`src/rtl/serial_adder_4bit_if.sv`:
```
// Request/result bundle for the 4-bit bit-serial adder.
// Latency: n/a (wires only); the master drives operands and start, the slave returns S/Cout/busy/done.
// Backpressure: none; busy tells the master when start would be ignored.
interface serial_adder_4bit_if;
  logic       start;
  logic [3:0] A;
  logic [3:0] B;
  logic       Cin;
  logic [3:0] S;
  logic       Cout;
  logic       busy;
  logic       done;

  modport master (
    output start, A, B, Cin,
    input  S, Cout, busy, done
  );

  modport slave (
    input  start, A, B, Cin,
    output S, Cout, busy, done
  );
endinterface

```
`src/rtl/serial_adder_4bit.sv`:
```
// Bit-serial 4-bit adder: {Cout,S} = A + B + Cin, one full-adder stage, LSB first.
// Latency: start accepted at edge N, done pulses in the cycle after edge N+5; one add per 6 cycles.
// Backpressure: start is only honoured in IDLE; while busy (ADD/DONE) it is ignored.
module serial_adder_4bit (
  input  logic                clk,
  input  logic                rst_n,
  serial_adder_4bit_if.slave  bus
);

  typedef enum logic [1:0] {
    IDLE = 2'd0,
    ADD  = 2'd1,
    DONE = 2'd2
  } state_t;

  state_t     state;
  logic [3:0] a_sh;     // augend shift register, consumed LSB first
  logic [3:0] b_sh;     // addend shift register, consumed LSB first
  logic [3:0] sum_sh;   // sum bits enter at the MSB, so after 4 shifts bit 0 is the LSB
  logic       carry;    // carry flip-flop feeding the single full-adder stage
  logic [1:0] bit_cnt;  // index of the bit being added in ADD

  logic fa_sum;
  logic fa_cout;

  // Single full-adder stage on the current LSBs plus the stored carry.
  always_comb begin
    fa_sum  = a_sh[0] ^ b_sh[0] ^ carry;
    fa_cout = (a_sh[0] & b_sh[0]) | (a_sh[0] & carry) | (b_sh[0] & carry);
  end

  // Control FSM with datapath registers and registered outputs.
  always_ff @(posedge clk or negedge rst_n) begin
    if (!rst_n) begin
      state    <= IDLE;
      a_sh     <= 4'b0000;
      b_sh     <= 4'b0000;
      sum_sh   <= 4'b0000;
      carry    <= 1'b0;
      bit_cnt  <= 2'd0;
      bus.S    <= 4'b0000;
      bus.Cout <= 1'b0;
      bus.busy <= 1'b0;
      bus.done <= 1'b0;
    end else begin
      // done is a single-cycle pulse; only the DONE branch raises it.
      bus.done <= 1'b0;
      case (state)
        IDLE: begin
          if (bus.start) begin
            // Operands are snapshotted here so later input changes cannot disturb the add.
            a_sh     <= bus.A;
            b_sh     <= bus.B;
            carry    <= bus.Cin;
            sum_sh   <= 4'b0000;
            bit_cnt  <= 2'd0;
            bus.busy <= 1'b1;
            state    <= ADD;
          end
        end
        ADD: begin
          sum_sh  <= {fa_sum, sum_sh[3:1]};
          a_sh    <= {1'b0, a_sh[3:1]};
          b_sh    <= {1'b0, b_sh[3:1]};
          carry   <= fa_cout;
          bit_cnt <= bit_cnt + 2'd1;
          if (bit_cnt == 2'd3) begin
            state <= DONE;
          end
        end
        DONE: begin
          // Results only move here, so S/Cout hold steady through the next operation.
          bus.S    <= sum_sh;
          bus.Cout <= carry;
          bus.done <= 1'b1;
          bus.busy <= 1'b0;
          state    <= IDLE;
        end
        default: begin
          state    <= IDLE;
          bus.busy <= 1'b0;
        end
      endcase
    end
  end

endmodule

```
`src/flat_wrapper.sv`:
```
// flat-port wrapper written by rule: the top's interface ports become plain ports
module serial_adder_4bit_flat 
  (clk, rst_n, bus_start, bus_A, bus_B, bus_Cin, bus_S, bus_Cout, bus_busy, bus_done);
  serial_adder_4bit_if bus_i ();
  input  logic clk;
  input  logic rst_n;
  input wire logic [$bits(bus_i.start)-1:0] bus_start;
  input wire logic [$bits(bus_i.A)-1:0] bus_A;
  input wire logic [$bits(bus_i.B)-1:0] bus_B;
  input wire logic [$bits(bus_i.Cin)-1:0] bus_Cin;
  output wire logic [$bits(bus_i.S)-1:0] bus_S;
  output wire logic [$bits(bus_i.Cout)-1:0] bus_Cout;
  output wire logic [$bits(bus_i.busy)-1:0] bus_busy;
  output wire logic [$bits(bus_i.done)-1:0] bus_done;
  assign bus_i.start = bus_start;
  assign bus_i.A = bus_A;
  assign bus_i.B = bus_B;
  assign bus_i.Cin = bus_Cin;
  assign bus_S = bus_i.S;
  assign bus_Cout = bus_i.Cout;
  assign bus_busy = bus_i.busy;
  assign bus_done = bus_i.done;
  serial_adder_4bit u_core (.clk(clk), .rst_n(rst_n), .bus(bus_i));
endmodule
```
`config.mk`:
```
export PLATFORM = sky130hd
export DESIGN_NAME = serial_adder_4bit_flat
export DESIGN_NICKNAME = d
export VERILOG_FILES = /design/src/rtl/serial_adder_4bit_if.sv /design/src/rtl/serial_adder_4bit.sv /design/src/flat_wrapper.sv
export SDC_FILE = /design/constraint.sdc
export NUM_CORES = 1
export LEC_CHECK = 0
export ABC_AREA = 1
export BUFFER_PORTS_ARGS = -buffer_cell sky130_fd_sc_hd__buf_2
export CAP_MARGIN = 10
export CORE_MARGIN = 4
export CORE_UTILIZATION = 25
export CTS_CLUSTER_DIAMETER = 120
export DETAILED_ROUTE_END_ITERATION = 12
export GPL_ROUTABILITY_DRIVEN = 0
export MAX_ROUTING_LAYER = met4
export PLACE_DENSITY_LB_ADDON = 0.12
export SLEW_MARGIN = 25
export SYNTH_ARGS = -nofsm -noshare
export SYNTH_HDL_FRONTEND = slang
export SYNTH_SLANG_ARGS = --single-unit
```
`constraint.sdc`:
```
create_clock -name clk -period 1.6 [get_ports clk]
set_clock_uncertainty 0.2 [all_clocks]
set_input_delay 0.16 -clock clk [delete_from_list [all_inputs] [get_ports clk]]
set_output_delay 0.16 -clock clk [all_outputs]
set_load 0.01 [all_outputs]
```
; Word-level counts from Yosys, hierarchy flattened
; Index checks and enable logic that the tools add are counted.
[word_totals]
regBits = 24
in_bits = 12
output_inout_bits = 7
word_cells = 45
[classes]
addsub = 1
eq_ne = 5
mux = 16
n_bitwise = 8
n_reduce_logical = 5
[ops]
columns = cell, n
row1 = case mux 4 bit (2 select lines), 3
row2 = two-way mux 4 bit, 3
row3 = case mux 2 bit (2 select lines), 2
row4 = two-way mux 2 bit, 3
row5 = AND reduction 2 bit, 3
row6 = == test 2 bit (second input constant), 2
row7 = case mux 1 bit (2 select lines), 2
row8 = AND 1 bit, 3
row9 = two-way mux 1 bit, 3
row10 = adder 2 x 1 -> 2 bit (second input constant), 1
row11 = == test 2 x 1 -> 1 bit (second input constant), 1
row12 = logical NOT 2 bit, 1
row13 = inequality test 2 x 1 -> 1 bit (second input constant), 1
row14 = inequality test 2 bit (second input constant), 1
row15 = bitwise OR 1 bit, 2
row16 = nonzero test 2 bit, 1
row17 = bitwise XOR 1 bit, 2
row18 = NOT 1 bit, 1

; Logic depth before layout (Yosys ltp)
; Gate-level depths: netlist of the first run.
[logic_depth]
depth_word = 4
depth_mapped = 6
ltp_nobuf = 5

; Worst setup path after synthesis of the first run
; No wires, ideal clock.
[synth_path]
kind = register -> register
from = register u_core.carry
to = register u_core.sum_sh[3]
setup_ps = 126
t_arrival_ps = 961
required_ps = 1274
setup_slack_ps = 313
stages_incl_launch_ff = 4
cell_sequence = dfrtp_1 -> inv_1 -> fa_1 -> o21ai_0
[synth_between]
elab_chain_cells = 2
[synth_rtl]
columns = element, line
row1 = start: declaration, serial_adder_4bit.sv:20  ; logic carry;
row2 = start signal: assignment, serial_adder_4bit.sv:54  ; carry <= bus.Cin;
row3 = start signal: assignment, serial_adder_4bit.sv:65  ; carry <= fa_cout;
row4 = bitwise XOR 1 bit, serial_adder_4bit.sv:28  ; fa_sum = a_sh[0] ^ b_sh[0] ^ carry;
row5 = case mux 4 bit (2 select lines), serial_adder_4bit.sv:48  ; case (state)
row6 = end signal: assignment, serial_adder_4bit.sv:62  ; sum_sh <= {fa_sum, sum_sh[3:1]};
row7 = end: declaration, serial_adder_4bit.sv:19  ; logic [3:0] sum_sh;
; No other way between the ends.
; A chain may end at the register's enable or synchronous reset.

; Worst setup path after layout of the first run
[layout_path]
from = register u_core.state[1]
to = register u_core.sum_sh[0]
[layout_between]
elab_chain_cells = 3
[layout_rtl]
columns = element, line
row1 = start: declaration, serial_adder_4bit.sv:16  ; state_t state;
row2 = start signal: assignment, serial_adder_4bit.sv:35  ; state <= IDLE;
row3 = start signal: assignment, serial_adder_4bit.sv:58  ; state <= ADD;
row4 = start signal: assignment, serial_adder_4bit.sv:68  ; state <= DONE;
row5 = == test 2 x 1 -> 1 bit or logical NOT 2 bit (tied branches), serial_adder_4bit.sv:48
row6 = nonzero test 2 bit (no source line) or inequality test 2 bit (tied branches), -
row7 = AND reduction 2 bit (no source line), -
; Several ways; a longest one is shown, not always the timed one.

==> results of run 1 <==
## how the worst max path moves through the flow
stage | slack (ns) | endpoint | depth (start not counted) | start
floorplan | 0.31 | u_core.sum_sh[3]$_DFFE_PN0P_ | 3 | u_core.carry$_DFFE_PN0P_
global placement | 0.25 | u_core.sum_sh[3]$_DFFE_PN0P_ | 3 | u_core.carry$_DFFE_PN0P_
detailed placement | 0.24 | u_core.sum_sh[0]$_DFFE_PN0P_ | 4 | u_core.state[1]$_DFFE_PN0P_
CTS | 0.22 | u_core.sum_sh[0]$_DFFE_PN0P_ | 4 | u_core.state[1]$_DFFE_PN0P_
global route | 0.1 | u_core.b_sh[1]$_DFFE_PN0P_ | 5 | u_core.state[1]$_DFFE_PN0P_
finish | 0.24 | u_core.sum_sh[0]$_DFFE_PN0P_ | 4 | u_core.state[1]$_DFFE_PN0P_
## worst register-to-register path, stage by stage (launching register included)
cell and delay, ns:
sky130_fd_sc_hd__dfrtp_1 0.44, sky130_fd_sc_hd__inv_4 0.17, sky130_fd_sc_hd__nand2_4 0.14, sky130_fd_sc_hd__nand2_4 0.20, sky130_fd_sc_hd__o21ai_0 0.10
## cells in the mapped netlist (all sizes together)
cell type | instances | area, µm²
o21ai | 11 | 73.82
dfrtp | 24 | 600.6
nand4 | 2 | 12.51
a21oi | 1 | 8.760
fa | 1 | 20.02
nor2 | 4 | 25.03
inv | 20 | 77.57
nand2 | 32 | 153.9
buf | 4 | 41.29
nand3 | 21 | 110.1
ha | 1 | 12.51
## final cells by class
class	count	area (µm²)
clock buffer	3	41.29
fill	483	3035
inverter	20	77.57
multi-input combinational	73	416.7
sequential	24	600.6
tap	52	65.06
timing repair buffer	24	147.6
## cell families after synthesis
| logic type | Yosys count |
|---|---|
| flip-flops | 24 |
| adder cells (fa/ha/maj) | 2 |
| buffers and inverters | 24 |
| AO/OA/AOI/OAI | 12 |
| AND/OR/NAND/NOR | 59 |
## flip-flops by register name (all words and copies together) (netlist names)
name,cells
u_core.a_sh,4
u_core.b_sh,4
u_core.bus.S,4
u_core.sum_sh,4
u_core.bit_cnt,2
u_core.state,2
u_core.bus.Cout,1
u_core.bus.busy,1
u_core.bus.done,1
u_core.carry,1
## power by group through the flow
stage / registers [mW] / logic [mW] / clock network (mW)
3_3_place_gp: 1.06 / 1.08 / 0
4_1_cts: 1.04 / 1.11 / 0.371
3_5_place_dp: 1.05 / 1.09 / 0
6_report: 1.04 / 1.07 / 0.348
2_1_floorplan: 1.04 / 0.862 / 0
5_1_grt: 1.08 / 1.26 / 0.402
## stage by stage
step | hold slack (ns) | worst slack [ns]
after global routing | 0.01627 | 0.09879
final | -0.0007614 | 0.2384
after CTS | 0.0009594 | 0.2212
after detailed placement | -0.008404 | 0.2353
after floorplan | -0.3356 | 0.3129
after global placement | -0.008803 | 0.2546
## repair_timing
action	CTS	global route
hold endpoints to repair	28	0
hold buffers	5	0
setup buffers	0	0
## routing by layer
| metal | track usage | part of all wire | up-vias |
|---|---|---|---|
| li1 | - | - | 428 |
| met1 | 0.1136 | 0.47 | 380 |
| met2 | 0.1572 | 0.47 | 19 |
| met3 | 0.02902 | 0.056 | 2 |
| met4 | 0.01165 | 0.0044 | 0 |
| met5 | - | 0 | - |
==> impl_summary.md, run 1 <==
Timing
The final-layout setup total negative slack is 0 ns. The tightest hold path in the finished design has a slack of -0.0007614 ns. The worst slew margin relative to its limit is 0.6338. Setup repair after global routing left no endpoint under its margin. At the pin with the least slew margin, the transition time is 0.5493 ns.

The max-slew violation total from the final report is 0. The smallest clock period supported by the final layout is computed as 1.362 ns. The count of final hold-check violations is 1. For this run, the top clock speed supported by timing is ~0.73 GHz. The share of the cycle needed by the critical path after routing is 0.8510. Setup violations remaining at the end of the flow were counted as 0.

Pwr
The net switching fraction of the power is 0.4088. VDD sags by at most roughly 0.7 mV. The net switching power of the design is approximately 1.0 mW.

The logic gate share of total power is 0.435. Internal power comes to approximately 1.5 mW. The power density over cell area is 1822 mW/mm². Total power for the finished layout comes to 2.458 mW. For this design the static power due to leakage is slightly below 0.7 nW.

The share of total power dissipated in the clock network is 0.142. The fraction of power consumed by sequential logic is 0.423.

Critical path
Counting cells, the worst reg-to-reg path comes to 4. STA classifies the critical path startpoint as a register. The data required time of the worst path is 1.54 ns. The cell that appears most often on the critical path is sky130_fd_sc_hd__nand2_4. The worst register-to-register path ends at u_core.sum_sh[0]$_DFFE_PN0P_.

The biggest cell delay along the critical path is 0.44 ns. The data arrival at the endpoint of the critical path is ~1.3 ns. The maximum fanout count along the critical path is 11. The critical path class is reg -> reg. The worst setup path is captured at a register. The setup check on the worst reg-to-reg path leaves a slack of around 0.24 ns.

The standard cell with the maximum stage delay on the critical path is sky130_fd_sc_hd__dfrtp_1. The signal on the critical path passes through inv_4 -> nand2_4 -> nand2_4 -> o21ai_0. The top cell family by delay on the critical path is flip-flops. The origin of the critical flop-to-flop path is u_core.state[1]$_DFFE_PN0P_. The number of buffers and inverters on the critical path is 1.

Synthesis
The net count after synthesis is 135. Of the total synthesized cell area, the portion taken by full adders, half adders and majority gates is 0.02863. The fraction of the yosys area taken by sequential cells is 0.5286. After synthesis, the netlist uses 21 different library cells. Of the post-synthesis cell area, the part taken by muxes is 0. Of the total synthesized cell area, the portion taken by XOR and XNOR cells is 0. Of the total synthesized cell area, the portion taken by AND, OR, NAND and NOR gates is 0.2654.

By area, the combinational part of the netlist is dominated by simple AND/OR/NAND/NOR gates. The synthesized netlist cell count is about 120. The mapped netlist covers 0.001136 mm².

After synthesis the netlist holds a flip-flop and latch count of 24. The synthesized-area fraction occupied by ao, oa, aoi and oai cells came to 0.07269. A synthesized cell averages 9.389 µm². The Yosys step of the flow raised 0 warnings.

Floorplan
The die width is 75.41 µm. The core region is 0.004384 mm². The starting density of the core is 0.2591. Row generation in the floorplan step produced 24 rows.

The number of primary I/O pins is 19. From bottom edge to top edge, the die measures 75.41 µm. The die covers 0.005687 mm².

GRT
Global routing finished with a remaining overflow of 0. The initial antenna violation count is 0. The largest net degree at the start of global routing is 25. The number of global-route vias before repair is 886. The first-pass GRT wire length is 3953 µm. Across every metal layer, demand over resource in global routing totals 0.09350.

Drt
The via density per instance is 4.230. The starting DRC count in detailed routing is 21. Before antenna repair, the detailed router went through 4 iterations. The number of design rule violations left after detail routing is 0. In the final routed layout, each cell accounts on average for between 10 and 15 µm. The final antenna-violating net count is 0. The number of vias in the routed layout is 829. The routed wire length is 2256 µm.

Status
The final reports fail on negative hold slack. The flow ran to the end, but the final reports show violations.

Clocking
After clock tree synthesis, the repair step resized 0 gates. In this run the number of H-tree levels came out at 1. The clock sink total is 24. The clock passes through at most 2 buffers. The TritonCTS clock tree is built. Clock tree synthesis inserted a total of 3 buffers. Clock-pin slew was measured on the worst setup and hold paths at 0.08 ns. The clock latency on the worst-skew pair is around 0.26 ns. The tree is rooted in a sky130_fd_sc_hd__clkbuf_8.

Worst hold path
The source of the worst hold timing path is bus_B[1]. The worst hold path passes through 5 cells. The class of the most critical hold timing path is in -> reg.

For hold timing, the worst endpoint is u_core.b_sh[1]$_DFFE_PN0P_.

Finish
The layout cell share with drive strength beyond 1 is 0.2569. The finished cells cover 0.001349 mm². The final core area utilization is 0.3076. The area growth from synthesis to layout is 18.72%.

The layout net count is 160. The antenna diode count is 0. The most common cell after layout, fill and taps aside is sky130_fd_sc_hd__nand2_1. For this run, the number of standard cells in the final layout without fillers is 196. The library cells used most frequently in the layout, excluding fill and tap cells, are sky130_fd_sc_hd__nand2_1, sky130_fd_sc_hd__dfrtp_1, sky130_fd_sc_hd__nand3_1.

Placed design
In this run the tool buffered the top-level ports with 18 buffer cells. The post-detailed-placement cell area is 0.001257 mm². Detailed placement finished with a half-perimeter wire length of 1639 µm. The number of placed cells counting well taps is around 190.

Run
The count of max-cap constraint violations is 0.
(Power assumes the default switching activity.)
==> inputs of run 2 (changes only) <==
--- a/config.mk
+++ b/config.mk
@@ -10,11 +10,13 @@
 export CAP_MARGIN = 10
 export CORE_MARGIN = 4
 export CORE_UTILIZATION = 25
+export CTS_BUF_LIST = sky130_fd_sc_hd__clkbuf_8 sky130_fd_sc_hd__clkbuf_16
 export CTS_CLUSTER_DIAMETER = 120
 export DETAILED_ROUTE_END_ITERATION = 12
 export GPL_ROUTABILITY_DRIVEN = 0
 export MAX_ROUTING_LAYER = met4
 export PLACE_DENSITY_LB_ADDON = 0.12
+export SETUP_SLACK_MARGIN = 0.3
 export SLEW_MARGIN = 25
 export SYNTH_ARGS = -nofsm -noshare
 export SYNTH_HDL_FRONTEND = slang
==> impl_summary.md, run 2 (synthesis gave the netlist of run 1 again) <==
Status
The run finished, with violations left. The final reports fail on negative hold slack.

Critical path
The critical path depth is 3 (-1). On the critical path, the stage with the largest delay is an instance of sky130_fd_sc_hd__fa_1. The top cell family by delay on the critical path is adder cells. The start point of the critical path is u_core.a_sh[0]$_DFFE_PN0P_. The data arrival at the endpoint of the critical path came to 1.26 ns (-0.04 ns). In this run the critical register-to-register path is captured at u_core.sum_sh[3]$_DFFE_PN0P_. The biggest cell delay along the critical path came to 0.52 ns (+0.08 ns). The maximum fanout count along the critical path was 2 (-9). The worst setup path is captured at a register.

The last element of the critical path is u_core.sum_sh[3]$_DFFE_PN0P_. The slack of the worst reg-to-reg path was 0.28 ns (+0.04 ns). The number of buffers and inverters on the critical path is 1 (unchanged). The data required time of the worst path is 1.55 ns (about the same). The critical path is of the reg -> reg type. The number of cell instances on the worst register-to-register path came to 3 (-1). The origin of the critical flop-to-flop path is u_core.a_sh[0]$_DFFE_PN0P_. The worst setup path is launched from a register.

The critical path goes through inv_2 -> fa_1 -> o21ai_1.

Placed design
The HPWL after detailed placement is 1639 µm (unchanged). The count of input and output buffers is 18 (unchanged). The post-detailed-placement cell area is 0.001257 mm² (unchanged).

Pwr
The power density over cell area is 1860 mW/mm² (+2.0%). The reported leakage power is 0.7304 nW (+5.2%). The post-route total power came to 2.678 mW (+9.0%).

The maximum resistive drop on vdd is 0.6879 mV (-0.64%).

Clocking
The number of buffers created by CTS is 3 (unchanged). The number of levels in the clock H-tree is 1 (unchanged). The clock slew seen by the registers of the worst setup and hold paths is 0.08 ns (about the same).

TritonCTS built the clock tree. The clock latency on the worst-skew pair is 0.26 ns (about the same). The clock sink total is 24 (unchanged). The maximum buffer depth of the clock tree was 2 (unchanged). The master cell of the clock root buffer is sky130_fd_sc_hd__clkbuf_8.

Floorplan
The y dimension of the die came to 75.41 µm (unchanged). The core box area was 0.004384 mm² (unchanged). The starting density of the core was 0.2591 (unchanged). The die area came to 0.005687 mm² (unchanged). The site row count was 24 (unchanged). The die width is 75.41 µm (unchanged). The number of primary I/O pins is 19 (unchanged).

Finish
The final design area excluding fillers was 0.001440 mm² (+6.8%). From synthesis to final layout, the design area changed by 26.76%. The final core area utilization is 0.3285 (+0.02083). Leaving out fill and tap cells, the most frequent cells in the layout are sky130_fd_sc_hd__nand2_1, sky130_fd_sc_hd__dfrtp_1, sky130_fd_sc_hd__nand3_1. The most common cell after layout, fill and taps aside is sky130_fd_sc_hd__nand2_1. The layout cell share with drive strength beyond 1 is 0.3224 (+0.06542).

The total of fill cells in the finished design came to 479 (-0.83%). The antenna diode count came to 0 (unchanged). The layout net count is 168 (+5.0%).

GRT
The total routing usage reported by global routing is 0.09548 (+0.001977). The initial antenna violation count is 0 (unchanged). The number of global-route vias before repair is 894 (+0.90%). The remaining global-route overflow is 0 (unchanged). The largest net degree at the start of global routing is 25 (unchanged). The first-pass GRT wire length came to 4036 µm (+2.1%).

Timing
The peak clock frequency supported by timing is 0.7593 GHz (+3.4%). The worst slew margin relative to its limit is 0.6314 (-0.002336). The share of the cycle needed by the critical path after routing is 0.8231 (-0.02792). The max-slew violation total from the final report was 0 (unchanged).

The minimum clock period after layout came to 1.317 ns (-0.04467 ns). The number of endpoints failing setup at the final stage is 0 (unchanged). The final-layout setup total negative slack is 0 ns (unchanged). The count of final hold-check violations is 1 (unchanged). The slew at the pin with the worst max-slew slack was 0.5528 ns (+0.003504 ns). Setup repair after global routing could not meet its margin everywhere. The worst hold slack after final layout is -0.002550 ns (-0.001788 ns).

Worst hold path
The number of cells on the worst hold path is 5 (unchanged). The min-delay analysis places its worst path in the category in -> reg.

Drt
The number of vias in the routed layout came to 866 (+4.5%). The starting DRC count in detailed routing is 19 (-9.5%). The final routed wire length divided by cell count came to 11.84 µm (+2.8%).

The routed wire length is 2415 µm (+7.0%). The final antenna-violating net count is 0 (unchanged). The first-pass iteration count of the detailed router is 4 (unchanged). The number of design rule violations left after detail routing is 0 (unchanged). The via density per instance is 4.245 (+0.37%).

Run
The count of max-cap constraint violations was 0 (unchanged).
[run 2: changes by cell type in the layout (fill, tap and decap cells not counted), sizes merged]
cell    change
nand2       +1
buf         +7
inv         -1
clkinv      +1
[run 2: where the power goes]
| group | switching [mW] | internal [mW] |
|---|---|---|
| Clock | 0.184 | 0.168 |
| Sequential | 0.172 | 0.881 |
| Combinational | 0.737 | 0.536 |
[run 2: per-layer routing]
metal,part of all wire,global-route usage
met1,0.46,0.1144
met2,0.48,0.1630
met3,0.057,0.02902
met4,0.0041,0.01165
met5,0,-
[run 2: worst min path at each step]
| stage | from | endpoint | slack (ns) |
|---|---|---|---|
| floorplan | rst_n | u_core.a_sh[0]$_DFFE_PN0P_ | -0.34 |
| global placement | rst_n | u_core.bus.S[0]$_DFFE_PN0P_ | -0.009 |
| detailed placement | rst_n | u_core.sum_sh[0]$_DFFE_PN0P_ | -0.008 |
| CTS | bus_A[2] | u_core.a_sh[2]$_DFFE_PN0P_ | 0.0009 |
| global route | bus_A[2] | u_core.a_sh[2]$_DFFE_PN0P_ | 0.02 |
| finish | bus_B[1] | u_core.b_sh[1]$_DFFE_PN0P_ | -0.003 |
[run 2: tightest hold or removal path, stage by stage]
cell,delay [ns]
sky130_fd_sc_hd__buf_2,0.07
sky130_fd_sc_hd__inv_1,0.03
sky130_fd_sc_hd__nand2_1,0.05
sky130_fd_sc_hd__nand3_1,0.06
sky130_fd_sc_hd__nand2_1,0.06
[run 2: layout make-up]
| type | instances | area, µm² | area share |
|---|---|---|---|
| sequential | 24 | 603.1 | 0.4188 |
| multi-input combinational | 74 | 450.4 | 0.3128 |
| timing repair buffer | 31 | 200.2 | 0.1390 |
| inverter | 20 | 80.08 | 0.05560 |
| tap | 52 | 65.06 | 0.04518 |
| clock buffer | 3 | 41.29 | 0.02867 |
[run 2: per-stage QoR]
step	setup WS, ns	cells	hold WS (ns)
4_1_cts	0.2813	201	0.0009054
6_report	0.2831	204	-0.002550
3_3_place_gp	0.2546	188	-0.008803
5_1_grt	0.2411	204	0.01622
2_1_floorplan	0.3129	121	-0.3356
3_5_place_dp	0.2353	188	-0.008404
[run 2: what timing repair did]
| action | 4_1_cts | 5_1_grt |
|---|---|---|
| setup buffers | 5 | 2 |
| pin swaps | 2 | 4 |
| endpoints found under the setup margin | 15 | 20 |
| hold buffers | 5 | 0 |
| gates cloned | 0 | 1 |
| gates resized for setup | 5 | 6 |
| hold endpoints to repair | 28 | 0 |
==> inputs of run 3 (changes only) <==
==> constraint.sdc (replaced) <==
create_clock -name clk -period 1.1 [get_ports clk]
set_clock_uncertainty 0.2 [all_clocks]
set_input_delay 0.11 -clock clk [delete_from_list [all_inputs] [get_ports clk]]
set_output_delay 0.11 -clock clk [all_outputs]
set_load 0.01 [all_outputs]
==> impl_summary.md, run 3 (synthesis gave the netlist of run 1 again) <==
Drt
The first-pass iteration count of the detailed router is 3 (-1). The via density per instance came to 4.307 (+1.5%). The starting DRC count in detailed routing is 28 (+9).

The number of vias in the routed layout is 939 (+8.4%). The routed wire length came to 2845 µm (+18%). The final routed wire length divided by cell count is 13.05 µm (+10%). The number of design rule violations left after detail routing is 0 (unchanged).

The final antenna-violating net count is 0 (unchanged).

Timing
The share of the cycle needed by the critical path after routing is 1.187 (+0.3640). The count of final hold-check violations is 33 (+32). The slew at the pin with the worst max-slew slack is 0.3027 ns (-0.2501 ns). The worst slew margin relative to its limit is 0.7982 (+0.1667). The number of endpoints failing setup at the final stage is 23 (+23). The max-slew violation total from the final report is 0 (unchanged). The peak clock frequency supported by timing is 0.7658 GHz (+0.86%).

The worst hold slack after final layout is -0.4840 ns (-0.4814 ns). The final worst slack came to -0.2057 ns (-0.4888 ns). Setup repair after global routing could not meet its margin everywhere. The minimum clock period after layout is 1.306 ns (-0.01119 ns).

Placed design
The post-detailed-placement cell area is 0.001394 mm² (+11%). The HPWL after detailed placement was 1751 µm (+6.9%). The count of input and output buffers was 18 (unchanged).

Floorplan
The starting density of the core was 0.2591 (unchanged). The core box area is 0.004384 mm² (unchanged). The y dimension of the die was 75.41 µm (unchanged).

The site row count is 24 (unchanged). The number of primary I/O pins is 19 (unchanged). The die width is 75.41 µm (unchanged).

The die area is 0.005687 mm² (unchanged).

Critical path
The origin of the critical flop-to-flop path is u_core.carry$_DFFE_PN0P_. The kind of start point of the critical path is a register. The critical path class is reg -> reg. The data arrival at the endpoint of the critical path is 1.26 ns (about the same).

The number of cell instances on the worst register-to-register path came to 3 (unchanged). The worst register-to-register path ends at u_core.sum_sh[3]$_DFFE_PN0P_. The maximum fanout count along the critical path is 2 (unchanged).

The data required time of the worst path is 1.06 ns (-0.49 ns). The slack of the worst reg-to-reg path was -0.21 ns (-0.49 ns). The worst setup path is captured at a register.

GRT
The total routing usage reported by global routing was 0.1194 (+0.02394). The number of global-route vias before repair is 982 (+9.8%). The first-pass GRT wire length was 4968 µm (+23%).

The remaining global-route overflow is 0 (unchanged). The initial antenna violation count was 0 (unchanged). The largest net degree at the start of global routing is 14 (-44%).

Clocking
The maximum buffer depth of the clock tree is 2 (unchanged). The number of levels in the clock H-tree is 1 (unchanged). The TritonCTS clock tree is built. The number of buffers created by CTS is 3 (unchanged). The clock sink total came to 24 (unchanged). The tree is rooted in a sky130_fd_sc_hd__clkbuf_8. The clock latency on the worst-skew pair came to 0.27 ns (about the same). The clock slew seen by the registers of the worst setup and hold paths came to 0.09 ns (about the same).

Pwr
The power density over cell area came to 2874 mW/mm² (+55%). The maximum resistive drop on vdd was 1.019 mV (+48%). The reported leakage power is 0.8560 nW (+17%).

Finish
The antenna diode count is 0 (unchanged). The final core area utilization is 0.3870 (+0.05850). The final design area excluding fillers is 0.001697 mm² (+18%). The layout-stage area growth over the synthesis result is 49.34%. The layout cell share with drive strength beyond 1 is 0.5060 (+0.1837). The total of fill cells in the finished design is 471 (-1.7%). The layout net count was 181 (+7.7%).

The top cell types in the final layout, fill and taps aside, are sky130_fd_sc_hd__nand2_1, sky130_fd_sc_hd__dfrtp_1, sky130_fd_sc_hd__buf_2. Leaving out fill and tap cells, the most frequent cell in the layout is sky130_fd_sc_hd__nand2_1.

Status
The final reports fail on negative hold slack, negative setup slack. The flow ran to the end, but the final reports show violations.

Run
The count of max-cap constraint violations came to 0 (unchanged).

Worst hold path
The class of the most critical hold timing path is in -> async.
==> run 3: worst max-delay path by stage <==
| stage | start | end | slack (ns) | cells past startpoint |
|---|---|---|---|---|
| 2_1_floorplan | u_core.a_sh[0]$_DFFE_PN0P_ | u_core.sum_sh[3]$_DFFE_PN0P_ | -0.16 | 3 |
| 3_3_place_gp | u_core.a_sh[0]$_DFFE_PN0P_ | u_core.sum_sh[3]$_DFFE_PN0P_ | -0.18 | 3 |
| 3_5_place_dp | u_core.a_sh[0]$_DFFE_PN0P_ | u_core.sum_sh[3]$_DFFE_PN0P_ | -0.19 | 3 |
| 4_1_cts | u_core.a_sh[0]$_DFFE_PN0P_ | u_core.sum_sh[3]$_DFFE_PN0P_ | -0.21 | 3 |
| 5_1_grt | u_core.state[1]$_DFFE_PN0P_ | u_core.b_sh[1]$_DFFE_PN0P_ | -0.25 | 6 |
| 6_report | u_core.carry$_DFFE_PN0P_ | u_core.sum_sh[3]$_DFFE_PN0P_ | -0.21 | 3 |
==> run 3: per-stage QoR <==
step | power [mW] | worst slack (ns) | hold slack, ns | setup TNS (ns) | instances
finish | 4.876 | -0.2057 | -0.4840 | -3.054 | 218
global route | 5.301 | -0.2511 | -0.4779 | -4.388 | 218
CTS | 4.756 | -0.2057 | -0.4753 | -3.192 | 215
detailed placement | 3.512 | -0.1945 | -0.1778 | -3.064 | 200
global placement | 3.466 | -0.1756 | -0.1842 | -2.750 | 200
floorplan | 2.934 | -0.1615 | -0.3856 | -1.818 | 121
==> run 3: power breakdown <==
group          internal (mW)  total (mW)  switching [mW]  leakage, nW
logic                   1.37        2.83            1.46        0.530
registers               1.28        1.52           0.235        0.299
clock network          0.250       0.531           0.281       0.0269
==> run 3: layout make-up <==
cell class	count	area, µm²	share of cell area
Clock inverter	1	3.754	0.002212
Multi-Input combinational cell	76	565.5	0.3333
Inverter	20	87.58	0.05162
Timing Repair Buffer	42	330.3	0.1947
Tap cell	52	65.06	0.03835
Clock buffer	3	41.29	0.02434
Sequential cell	24	603.1	0.3555
==> run 3: worst max-delay path: stages (launching register included) <==
cell	delay, ns
sky130_fd_sc_hd__dfrtp_1	0.37
sky130_fd_sc_hd__inv_2	0.05
sky130_fd_sc_hd__fa_1	0.53
sky130_fd_sc_hd__o21ai_1	0.05
==> run 3: what timing repair did <==
item | 4_1_cts | 5_1_grt
gates resized for setup | 22 | 9
pin swaps | 5 | 10
buffers inserted | 8 | 3
setup endpoints to repair | 31 | 31
endpoints found under the hold margin | 33 | 32
gates cloned | 3 | 0
==> run 3: metal layers <==
layer / part of all wire / wire, µm / GRT usage
met4: 0.012 / 33 / 0.03495
met3: 0.050 / 143 / 0.03034
met2: 0.48 / 1357 / 0.1822
met5: 0 / 0 / -
met1: 0.46 / 1312 / 0.1566
